--- src/rtl/scfifo_rd_stream_pkg.sv ---
// Shared defaults and helpers for the SCFIFO read-side streamer.
// Holds widths/latency defaults and the in-flight popcount helper.
package scfifo_rd_stream_pkg;

  localparam int DEF_W      = 4;
  localparam int DEF_RD_LAT = 1;
  localparam int DEF_CW     = 16;
  localparam int MAX_RD_LAT = 3;
  localparam int CREDITS    = 2;

  function automatic logic [1:0] ones3(input logic [2:0] v);
    return 2'(v[0]) + 2'(v[1]) + 2'(v[2]);
  endfunction

endpackage

--- src/rtl/scfifo_rd_stream_skid.sv ---
// skid_buf2: 2-entry register FIFO; head drives out_data.
// Ports: clk, reset, in_valid/in_data, out_valid/out_ready/out_data, cnt.
module skid_buf2 #(
  parameter int W = 4
) (
  input  logic         clk,
  input  logic         reset,
  input  logic         in_valid,
  input  logic [W-1:0] in_data,
  output logic         out_valid,
  input  logic         out_ready,
  output logic [W-1:0] out_data,
  output logic [1:0]   cnt
);

  logic [W-1:0] head_q, head_d;
  logic [W-1:0] tail_q, tail_d;
  logic [1:0]   cnt_q, cnt_d;
  logic         acc;

  assign out_valid = (cnt_q != 2'd0);
  assign out_data  = head_q;
  assign cnt       = cnt_q;
  assign acc       = out_valid & out_ready;

  always_comb begin
    head_d = head_q;
    tail_d = tail_q;
    cnt_d  = cnt_q;
    unique case ({in_valid, acc})
      2'b10: begin
        if (cnt_q == 2'd0) head_d = in_data;
        else               tail_d = in_data;
        if (cnt_q != 2'd2) cnt_d = cnt_q + 2'd1;
      end
      2'b01: begin
        head_d = tail_q;
        cnt_d  = cnt_q - 2'd1;
      end
      2'b11: begin
        // head leaves, new word goes behind whatever remains
        if (cnt_q == 2'd1) begin
          head_d = in_data;
        end else begin
          head_d = tail_q;
          tail_d = in_data;
        end
      end
      default: ;
    endcase
  end

  always_ff @(posedge clk or posedge reset) begin
    if (reset) begin
      head_q <= '0;
      tail_q <= '0;
      cnt_q  <= 2'd0;
    end else begin
      head_q <= head_d;
      tail_q <= tail_d;
      cnt_q  <= cnt_d;
    end
  end

endmodule

--- src/rtl/scfifo_rd_stream.sv ---
// Read-side master for SCFIFO: credit-gated pops, latency pipe, stream out.
// Ports: clk, reset, en, fifo_empty/fifo_rd_n/fifo_data, dout/dout_valid/dout_ready, pop_count.
module scfifo_rd_stream
  import scfifo_rd_stream_pkg::*;
#(
  parameter int W      = DEF_W,
  parameter int RD_LAT = DEF_RD_LAT,
  parameter int CW     = DEF_CW
) (
  input  logic          clk,
  input  logic          reset,
  input  logic          en,
  input  logic          fifo_empty,
  output logic          fifo_rd_n,
  input  logic [W-1:0]  fifo_data,
  output logic [W-1:0]  dout,
  output logic          dout_valid,
  input  logic          dout_ready,
  output logic [CW-1:0] pop_count
);

  logic [RD_LAT-1:0] pipe_q, pipe_d;
  logic [RD_LAT:0]   pipe_ext;
  logic [2:0]        pipe3;
  logic [1:0]        inflight;
  logic [1:0]        cnt;
  logic [2:0]        used;
  logic              accept;
  logic              capture;
  logic              pop;
  logic [CW-1:0]     pop_count_q, pop_count_d;

  always_comb begin
    pipe3 = '0;
    pipe3[RD_LAT-1:0] = pipe_q;
  end

  assign inflight = ones3(pipe3);
  assign accept   = dout_valid & dout_ready;
  assign capture  = pipe_q[RD_LAT-1];

  // a word leaving this cycle frees its slot for a new pop
  assign used = 3'(cnt) + 3'(inflight) - 3'(accept);

  assign pop = en & ~fifo_empty & (used < 3'(CREDITS)) & ~reset;

  assign fifo_rd_n = ~pop;

  assign pipe_ext    = {pipe_q, pop};
  assign pipe_d      = pipe_ext[RD_LAT-1:0];
  assign pop_count_d = pop_count_q + CW'(pop);
  assign pop_count   = pop_count_q;

  always_ff @(posedge clk or posedge reset) begin
    if (reset) begin
      pipe_q      <= '0;
      pop_count_q <= '0;
    end else begin
      pipe_q      <= pipe_d;
      pop_count_q <= pop_count_d;
    end
  end

  skid_buf2 #(.W(W)) u_skid (
    .clk       (clk),
    .reset     (reset),
    .in_valid  (capture),
    .in_data   (fifo_data),
    .out_valid (dout_valid),
    .out_ready (dout_ready),
    .out_data  (dout),
    .cnt       (cnt)
  );

endmodule

--- config.mk ---
export PLATFORM = sky130hd
export DESIGN_NAME = scfifo_rd_stream
export DESIGN_NICKNAME = d
export VERILOG_FILES = /design/src/rtl/scfifo_rd_stream_pkg.sv /design/src/rtl/scfifo_rd_stream_skid.sv /design/src/rtl/scfifo_rd_stream.sv
export SDC_FILE = /design/constraint.sdc
export NUM_CORES = 1
export LEC_CHECK = 0
export CAP_MARGIN = 10
export CORE_ASPECT_RATIO = 2
export CORE_MARGIN = 2
export CORE_UTILIZATION = 30
export CTS_CLUSTER_DIAMETER = 80
export DETAILED_ROUTE_END_ITERATION = 10
export HOLD_SLACK_MARGIN = 0.05
export SYNTH_ARGS = -nofsm -noshare
export SYNTH_HDL_FRONTEND = slang
export SYNTH_SLANG_ARGS = --single-unit
export TNS_END_PERCENT = 1
--- constraint.sdc ---
create_clock -name clk -period 3.7 [get_ports clk]
set_input_delay 0.74 -clock clk [delete_from_list [all_inputs] [get_ports clk]]
set_output_delay 0.74 -clock clk [all_outputs]
set_load 0.01 [all_outputs]
==> results_tabular.tex <==
\begin{tabular}{lr}
\hline
Metric & Value \\
\hline
\multicolumn{2}{l}{\textbf{Outcome}} \\
\quad Result of the run & finished, final reports clean \\
\multicolumn{2}{l}{\textbf{Flow run}} \\
\quad MaxCap Viol Count & 0 \\
\multicolumn{2}{l}{\textbf{Layout}} \\
\quad Filler instances & 440 \\
\quad Post-layout net count & 174 \\
\quad Relative area change from synthesis to final layout & 34.84\% \\
\quad N\_diodes & 0 \\
\quad Number of non-filler instances in the completed layout & 212 \\
\quad Proportion of layout cells with a drive suffix above 1 & 0.1139 \\
\multicolumn{2}{l}{\textbf{Clocking}} \\
\quad Clk root buf & sky130\_fd\_sc\_hd\_\_clkbuf\_8 \\
\quad Later-pin clock latency in the skew report & 0.27 ns \\
\quad Clock tree from TritonCTS & done \\
\quad Worst-case clock buffer depth & 2 \\
\quad Inserted Clock Buffers & 3 \\
\quad Number of sinks driven by the clock tree & 27 \\
\quad CTS clock-pin slew for the worst setup and hold paths & 0.09 ns \\
\quad Number of H-tree levels & 1 \\
\quad Number of setup buffers added after CTS & 0 \\
\multicolumn{2}{l}{\textbf{Synth}} \\
\quad Xor and xnor fraction of the mapped netlist area & 0.1132 \\
\quad Sequential fraction of the synthesis area & 0.5182 \\
\quad Gate Count Post-Synth & 121 \\
\quad Dominant combinational cell family by area after synthesis & simple AND/OR/NAND/NOR gates \\
\quad Post-synthesis compound-gate area fraction & 0.08445 \\
\quad Post-synthesis share of cell area spent on and, or, nand and nor gates & 0.1430 \\
\quad Register bit count reported by yosys & 27 \\
\quad Post-Synthesis Net Count & 136 \\
\quad Largest area contributor in the synthesized netlist & sky130\_fd\_sc\_hd\_\_dfrtp\_1 \\
\quad Yosys top cell area share & 0.5182 \\
\quad Avg Inst Size Synth & 10.77 sq um \\
\quad Synthesized area & 0.001304 sq mm \\
\quad Syn. warnings & 0 \\
\quad Portion of netlist area occupied by mux cells & 0.04990 \\
\quad Leading cell types by total area after synthesis & sky130\_fd\_sc\_hd\_\_dfrtp\_1, sky130\_fd\_sc\_hd\_\_xnor2\_1, sky130\_fd\_sc\_hd\_\_ha\_1, sky130\_fd\_sc\_hd\_\_nor2\_1, sky130\_fd\_sc\_hd\_\_mux2\_2 \\
\quad Post-synth cell types & 21 \\
\quad Arithmetic-cell share of the synthesized area counting full adders, half adders and majority gates & 0.06334 \\
\multicolumn{2}{l}{\textbf{Setup path}} \\
\quad Cell with the largest stage delay on the worst path & sky130\_fd\_sc\_hd\_\_clkdlybuf4s50\_1 \\
\quad Category of the critical setup timing path & register to output port \\
\quad Depth of the most critical reg-to-reg path & 14 \\
\quad Register-to-register path setup slack & 0.57 ns \\
\quad Largest fanout of any net on the critical path & 8 \\
\quad Crit path cell chain & inv\_1, ha\_4, nand2b\_1, nor2\_1, o21ai\_0, fa\_1, xnor2\_1, and4\_1, inv\_1, clkdlybuf4s50\_1 \\
\quad Sum of buffers and inverters on the critical path & 3 \\
\quad Startpoint types & register \\
\quad Top Family by Delay on Critical Path & buffers and inverters \\
\quad Data required time at the worst endpoint & 2.96 ns \\
\quad Critical Path Sink Type & output port \\
\quad Slowest stage delay, CP & 0.52 ns \\
\quad RR Endpoint & pop\_count[10]\$\_DFF\_PP0\_ \\
\quad R2R Path Start & u\_skid.cnt[0]\$\_DFFE\_PP0P\_ \\
\quad Cell occurring most often along the worst timing path & sky130\_fd\_sc\_hd\_\_inv\_1 \\
\quad Worst EP arrival & 2.80 ns \\
\multicolumn{2}{l}{\textbf{Power}} \\
\quad Static leakage & 0.7517 nW \\
\quad Final total power & 1.016 mW \\
\quad Maximum vdd ir drop & 0.3732 mV \\
\quad Power Density & 577.9 mW/mm\^{}2 \\
\multicolumn{2}{l}{\textbf{STA}} \\
\quad Headroom to the max-slew limit & 0.3198 \\
\quad Minimum period implied by the final worst setup slack & 3.536 ns \\
\quad Pins over their slew limit & 0 \\
\quad Setup-violating endpoint count in the final report & 0 \\
\quad Slew at the pin closest to its max-slew limit & 1.019 ns \\
\quad Final Cycle Share & 0.9556 \\
\quad Max Clk Rate & 282.8 MHz \\
\quad Setup clock skew after layout & 0.002311 ns \\
\quad Setup WS post-layout & 0.1643 ns \\
\quad Final-report hold violation count & 0 \\
\multicolumn{2}{l}{\textbf{Global routing}} \\
\quad Grt total ovfl & 0 \\
\quad Total global routing track utilization & 0.1150 \\
\quad First-pass GRT wire length & 4533 um \\
\quad Number of antenna violations at the first check in global routing & 0 \\
\quad Maximum number of pins on one net before global-route repair & 28 \\
\quad Via count of the first global-routing pass & 983 \\
\multicolumn{2}{l}{\textbf{Placed design}} \\
\quad Placer's final routability congestion estimate & 0.7970 \\
\quad Setup slack at placement & -0.005862 ns \\
\quad Count of buffers inserted at the top-level ports & 30 \\
\quad Post-detail-place hpwl & 1918 um \\
\quad Cell total after placement & 208 \\
\multicolumn{2}{l}{\textbf{Floorplanning}} \\
\quad Initial standard-cell utilization of the core & 0.3065 \\
\quad IO Pins & 31 \\
\quad Overall die area & 0.004921 sq mm \\
\quad Horiz. Die Dim & 50.62 um \\
\quad Number of rows created at floorplan & 34 \\
\quad Area of the placeable core & 0.004254 sq mm \\
\quad Die Span Y & 97.23 um \\
\multicolumn{2}{l}{\textbf{Min path}} \\
\quad Hold-critical path endpoint & pop\_count[15]\$\_DFF\_PP0\_ \\
\quad Worst hold start & pop\_count[15]\$\_DFF\_PP0\_ \\
\quad Class of the worst hold path & register to register \\
\quad Hold-critical path depth & 1 \\
\multicolumn{2}{l}{\textbf{Route}} \\
\quad Via count of the routed design & 1004 \\
\quad Final routed wirelength across all metal layers & 2608 um \\
\quad Average wire per cell in the routed design & 12.30 um \\
\quad Antenna Violating Nets Remaining & 0 \\
\quad Number of remaining DRC errors & 0 \\
\quad Total iterations of the first detailed-routing run & 4 \\
\quad Number of DRC markers after the initial detailed-route iteration & 10 \\
\quad Vias per cell & 4.736 \\
\hline
\end{tabular}
==> power breakdown <==
group	leakage [nW]	internal, mW	total (mW)	switching, mW
registers	0.341	0.371	0.431	0.0598
clock network	0.0255	0.0754	0.167	0.0921
logic	0.385	0.227	0.418	0.191
total	0.752	0.673	1.02	0.343
==> stage by stage <==
stage          setup TNS (ns)  cell area, sq um  hold slack [ns]    util
2_1_floorplan               0              1304           0.4818       -
3_3_place_gp                0              1699           0.4610  0.3994
3_5_place_dp        -0.005862              1699           0.4693  0.3994
4_1_cts                     0              1745           0.4826  0.4103
5_1_grt             -0.004710              1758           0.5043  0.4132
6_report                    0              1758           0.4803  0.4132
==> metal layers <==
metal  vias to the layer above  GRT usage  wire, um
li1                        480          -         -
met1                       491     0.1583      1184
met2                        31     0.1822      1285
met3                         2    0.01385       122
met4                         0    0.04366        14
met5                         -          0         0
==> repair_timing <==
action / in CTS / in global routing
gates resized for setup: 2 / 2
cloned: 0 / 0
setup endpoints to repair: 1 / 1
hold buffers: 0 / 0
==> flip-flops by register name, summed over array words and instances (netlist names) <==
| signal | cells |
|---|---|
| u_skid.out_data | 4 |
| pop_count | 16 |
| u_skid.cnt | 2 |
| u_skid.tail_q | 4 |
| capture | 1 |
==> placed cells by master (no fill, tap or decap), drive strengths merged <==
cell            n
clkdlybuf4s50  29
dfrtp          27
nor2           13
xnor2          13
nand2          12
a21oi           8
inv             7
nand3           6
o21ai           5
buf             5
ha              5
o22ai           4
mux2            4
and4            3
nand4           3
clkbuf          3
xor2            3
mux2i           2
nand2b          1
and3            1
a211oi          1
fa              1
clkinv          1
dlygate4sd2     1
==> logic make-up (layout without fill, tap and decap cells) <==
kind of cell               count (synthesis)  in the layout
adders and majority gates                  6              6
and+or+nand+nor                           39             39
AOI/OAI and AO/OA                         18             18
buffers and inverters                      9             46
muxes                                      6              6
xor gates and xnor gates                  16             16
DFF                                       27             27
==> Yosys cell counts <==
library cell and instances:
sky130_fd_sc_hd__dfrtp_1 27, sky130_fd_sc_hd__nor2_1 13, sky130_fd_sc_hd__o22ai_1 4, sky130_fd_sc_hd__nand2_1 12, sky130_fd_sc_hd__nand3_1 6, sky130_fd_sc_hd__a211oi_4 1, sky130_fd_sc_hd__xor2_2 1, sky130_fd_sc_hd__inv_1 7
sky130_fd_sc_hd__xnor2_1 13, sky130_fd_sc_hd__nand4_1 3, sky130_fd_sc_hd__fa_1 1, sky130_fd_sc_hd__mux2i_1 2, sky130_fd_sc_hd__ha_1 5, sky130_fd_sc_hd__nand2b_1 1, sky130_fd_sc_hd__a21oi_1 8, sky130_fd_sc_hd__xor2_1 2
sky130_fd_sc_hd__o21ai_0 5, sky130_fd_sc_hd__mux2_2 4, sky130_fd_sc_hd__and3_4 1, sky130_fd_sc_hd__clkbuf_2 2, sky130_fd_sc_hd__and4_1 3
==> area by class of cell <==
type,count,area [sq um],area share
well taps,54,67.56,0.03843
repair buffers,35,336.6,0.1915
inverters,7,26.28,0.01495
clock inverters,1,5.005,0.002847
multi-input cells,85,604.3,0.3438
flip-flops and latches,27,676.9,0.3851
clock buffers,3,41.29,0.02349
==> worst max path at each step <==
stage          depth (start not counted)                      to  slack (ns)                 startpoint
5_1_grt                               10               fifo_rd_n      -0.005  u_skid.cnt[0]$_DFFE_PP0P_
6_report                              10               fifo_rd_n        0.16  u_skid.cnt[0]$_DFFE_PP0P_
4_1_cts                               10               fifo_rd_n        0.02  u_skid.cnt[0]$_DFFE_PP0P_
3_5_place_dp                           9               fifo_rd_n      -0.006                 dout_ready
2_1_floorplan                         14  pop_count[9]$_DFF_PP0_        0.56  u_skid.cnt[1]$_DFFE_PP0P_
3_3_place_gp                           9               fifo_rd_n        0.03                 dout_ready
==> worst register-to-register path: stages (launching register included) <==
cell	delay, ns
sky130_fd_sc_hd__dfrtp_1	0.43
sky130_fd_sc_hd__inv_1	0.13
sky130_fd_sc_hd__ha_4	0.22
sky130_fd_sc_hd__nand2b_1	0.16
sky130_fd_sc_hd__nor2_1	0.12
sky130_fd_sc_hd__o21ai_0	0.13
sky130_fd_sc_hd__fa_1	0.39
sky130_fd_sc_hd__xnor2_1	0.14
sky130_fd_sc_hd__and4_1	0.25
sky130_fd_sc_hd__ha_1	0.21
sky130_fd_sc_hd__ha_1	0.19
sky130_fd_sc_hd__nand3_1	0.11
sky130_fd_sc_hd__nor2_1	0.24
sky130_fd_sc_hd__nand4_1	0.15
sky130_fd_sc_hd__xnor2_1	0.14
Note: power is estimated with default switching activity, not from simulation.
==> edit 1: new RTL, same flow settings <==
Set the package constant `DEF_CW` to 18 (it was 16).
--- a/src/rtl/scfifo_rd_stream_pkg.sv
+++ b/src/rtl/scfifo_rd_stream_pkg.sv
@@ -4,7 +4,7 @@
 
   localparam int DEF_W      = 4;
   localparam int DEF_RD_LAT = 1;
-  localparam int DEF_CW     = 16;
+  localparam int DEF_CW     = 18;
   localparam int MAX_RD_LAT = 3;
   localparam int CREDITS    = 2;
 
Interface: changed (resized pop_count); port bits go from 31 to 33. The function was not compared with the original's and may differ.
==> edit 1 against the original RTL <==
Global-route usage rose by 1.5 points; wire length rose by 10%; sequential cell count grew 2; critical path depth decreased by 1; maximum frequency rose by 0.59%; worst hold slack got worse by 0.0088 ns; sequential power is 6.3% higher; final area increased by 12%; power up 6.6%; worst setup slack gained 0.021 ns; clock power is 46% higher; synthesized area rose by 5.2%; non-clock buffer count is 7 higher; critical path type is now input port to output pin.
==> edit 1: results (changes against the original RTL) <==
[run_status]
status=complete, no violations

[final_layout]
instances_no_fill=224  ; +5.7%
largest_reg_flops=18  ; +2
fin_nets=184  ; +5.7%
drive_gt1_share_pct=19.4  ; +8.0 points
n_fill_cell=444  ; +0.91%

[setup_path]
r2r_cells=16  ; +2
cpPeakStageDelay_ns=0.50  ; -0.02 ns
critPathMaxFanout=3  ; -5
crit_arrival_ns=2.78  ; -0.02 ns

[placed_design]
dp_hpwl_um=2170  ; +13%
dpl-instance-area_sq_um=1820  ; +7.1%
portBuffers=32  ; +6.7%
dp_slack_ns=-0.177  ; -0.171 ns
dp_cells=214  ; +2.9%
routabilityCongestion=0.776  ; -2.7%

[power_and_ir_drop]
leakagePower_nw=0.883  ; +17%
internal_power_w=0.000738  ; +9.7%
ir_drop_mv=0.294  ; -21%
combPwrFrac_pct=35.2  ; -5.9 points
sequentialPower_w=0.000458  ; +6.3%
clkPwrFrac_pct=22.5  ; +6.0 points

[synth]
synthXorXnorAreaFrac_pct=11.5  ; +0.17 points
syn_nets=135  ; -0.74%
yosys-top-cells-count=29 x dfrtp_1, 13 x xnor2_1, 12 x nand2_1
ys_seq_area_share_pct=52.9  ; +1.1 points
synthAdderAreaFrac_pct=6.02  ; -0.31 points
synth_compound_area_share_pct=4.20  ; -4.2 points
synth_area_per_cell_sq_um=11.4  ; +6.1%
synth.area.top_cells=dfrtp_1 53%, xnor2_1 8.3%, ha_1 4.6%
synth_cell_types=26  ; +24%
synthMuxAreaShare_pct=6.93  ; +1.9 points

[global_routing]
grtUsageMet3_pct=3.60  ; +2.2 points
grt_pass1_vias=1053  ; +7.1%
use_met2_pct=21.9  ; +3.7 points
grt.total_usage_pct=13.0  ; +1.5 points
grt_max_degree=30  ; +7.1%
use_met1_pct=14.0  ; -1.8 points
grt_pass1_wl_um=4910  ; +8.4%

[timing]
maxSlewViolCount=0  ; unchanged
worstMarginPinSlew_ns=0.526  ; -0.494 ns
skew_ns=0.00399  ; +0.00168 ns

[detailed_routing]
drt-initial-drc-count=8  ; -2
finalWirelength_um=2880  ; +10%
met1_length_um=1070  ; -9.3%
dr_wl_met2_um=1600  ; +24%
wl_met3_um=134  ; +9.8%
num_vias=1041  ; +3.7%

[clock_network]
clockBufferDepth=2  ; unchanged
post_cts_resized=1  ; -1
h-tree-depth=2  ; +1
postCtsSetupRepairBufs=1  ; +1
clkTransAtPathRegs_ns=0.06  ; -0.03 ns
cts-buffers-inserted=5  ; +2

==> edit 1: final cells by class <==
| type | count | area (sq um) | area share (%) |
|---|---|---|---|
| tap | 54 | 67.6 | 3.42 |
| clock inverter | 2 | 10.0 | 0.507 |
| multi-input combinational | 84 | 658 | 33.3 |
| timing repair buffer | 42 | 414 | 21.0 |
| inverter | 7 | 26.3 | 1.33 |
| sequential | 29 | 727 | 36.8 |
| clock buffer | 6 | 72.6 | 3.67 |
==> edit 1: path summary, 6_finish.rpt <==
kind	slack, ns	startpoint	end
max	0.18	dout_ready	fifo_rd_n
min	0.47	pop_count[17]	pop_count[17]
max reg2reg	0.33	u_skid.cnt[0]	pop_count[8]
min reg2reg	0.47	pop_count[17]	pop_count[17]
max in group asynchronous	2.42	reset	u_skid.cnt[1]
min in group asynchronous	0.82	reset	capture
==> edit 1: worst max-delay path, delay by kind of cell <==
kind            cells  cell delay (ns)
buf+inv             3             0.81
compound gates      1             0.11
fa+ha+maj           1             0.48
simple gates        4             0.63
==> edit 2: new RTL, same flow settings <==
Made on the original files. Put one more register stage on the output `pop_count`, cleared by the reset. The value now appears one clock later. The other outputs are not delayed to match.
--- a/src/rtl/scfifo_rd_stream.sv
+++ b/src/rtl/scfifo_rd_stream.sv
@@ -49,7 +49,13 @@
   assign pipe_ext    = {pipe_q, pop};
   assign pipe_d      = pipe_ext[RD_LAT-1:0];
   assign pop_count_d = pop_count_q + CW'(pop);
-  assign pop_count   = pop_count_q;
+  always_ff @(posedge clk or posedge reset) begin
+    if (reset) begin
+      pop_count <= '0;
+    end else begin
+      pop_count <= pop_count_q;
+    end
+  end
 
   always_ff @(posedge clk or posedge reset) begin
     if (reset) begin
Behaviour: not the same (a bounded check fails within 4 cycles, from zero or initial values and one cycle with reset high).
==> edit 2 against the original RTL <==
Wire length grew 18%; highest routed layer unchanged; power grew 40%; synthesized area rose by 33%; die area grew 31%; worst setup slack gained 0.029 ns; synthesized cell count is 14% higher; final cell count grew 15%; global-route usage shrank 0.96 points; combinational power decreased by 4%; final area grew 32%; sequential cell count increased by 16.
==> edit 2: results (changes against the original RTL) <==
[clock_network]
cts-buffers-inserted=5  ; +2
h-tree-depth=2  ; +1
ctsRootBufferMaster=clkbuf_16

[placed_design]
dp_slack_ns=-0.116  ; -0.111 ns
dp_cells=236  ; +13%
dp_hpwl_um=2290  ; +19%
dpl-instance-area_sq_um=2170  ; +28%
routabilityCongestion=0.806  ; +1.1%

[detailed_routing]
drt-initial-drc-count=11  ; +1

[power_and_ir_drop]
leakagePower_nw=1.07  ; +43%
switchingPower_w=0.000400  ; +17%
ir_drop_mv=0.422  ; +13%

[synth]
synth.area.top_cells=dfrtp_1 62%, xnor2_1 4.0%, xor2_1 4.0%
yosys-top-cells-count=43 x dfrtp_1, 13 x nand3_1, 8 x inv_1, 8 x xnor2_1, 8 x xor2_1
synth_cell_types=28  ; +33%

[setup_path]
r2r-end=pop_count_q[14]
crit_start=dout_ready

[worst_hold_path]
min_from=pop_count_q[0]
hold_path_end=pop_count[0]

[global_routing]
grt_pass1_wl_um=5150  ; +14%
grt.total_usage_pct=10.5  ; -0.96 points
grt_pass1_vias=1164  ; +18%

[final_layout]
n_fill_cell=542  ; +23%
drive_gt1_share_pct=14.2  ; +2.8 points
syn_to_final_growth_pct=33.7
fin_nets=197  ; +13%

[timing]
worstMarginPinSlew_ns=0.419  ; -0.600 ns
fin_crit_sh_pct=94.8  ; -0.79 points

[run_status]
status=complete, no violations

-- edit 2: changes by cell type in the layout (fill, tap and decap cells not counted), sizes merged, moves of 5 or more --
| cell | before | now |
|---|---|---|
| xnor2 | 13 | 8 |
| a21oi | 8 | 0 |
| nand2 | 12 | 5 |
| xor2 | 3 | 8 |
| nor2 | 13 | 7 |
| dfrtp | 27 | 43 |
| nand3 | 6 | 13 |
-- edit 2: routing by layer --
| layer | GRT usage (%) | wire length (um) |
|---|---|---|
| met2 | 19.1 | 1710 |
| met4 | 6.36 | 87 |
| met5 | 0 | 0 |
| met1 | 10.3 | 1160 |
| met3 | 2.44 | 115 |
-- edit 2: final cells by class --
class	count	area, sq um	area share, %
inverters	8	30.0	1.30
clock buffers	6	129	5.57
repair buffers	39	367	15.8
flip-flops and latches	43	1080	46.5
well taps	61	76.3	3.30
multi-input cells	85	623	26.9
clock inverters	2	12.5	0.541
-- edit 2: power by group through the flow --
stage | logic (W) | registers (W) | clock network (W)
finish | 0.000401 | 0.000613 | 0.000412
global route | 0.000445 | 0.000627 | 0.000443
CTS | 0.000407 | 0.000614 | 0.000423
detailed placement | 0.000402 | 0.000619 | 0
global placement | 0.000399 | 0.000620 | 0
floorplan | 0.000203 | 0.000635 | 0
-- edit 2: cells by family (layout without fill, tap and decap cells) --
family	Yosys count	after routing	synth area share [%]
DFF	43	43	62.2
adders and majority gates	6	6	4.77
AOI/OAI and AO/OA	13	13	4.63
buffers and inverters	10	55	2.17
and+or+nand+nor	45	45	14.9
xor gates and xnor gates	16	16	8.10
muxes	5	5	3.25
-- edit 2: critical path, delay by kind of cell --
family / cells / cell delay (ns)
adders and majority gates: 1 / 0.49
AOI/OAI and AO/OA: 1 / 0.09
and+or+nand+nor: 4 / 0.63
buffers and inverters: 3 / 0.81
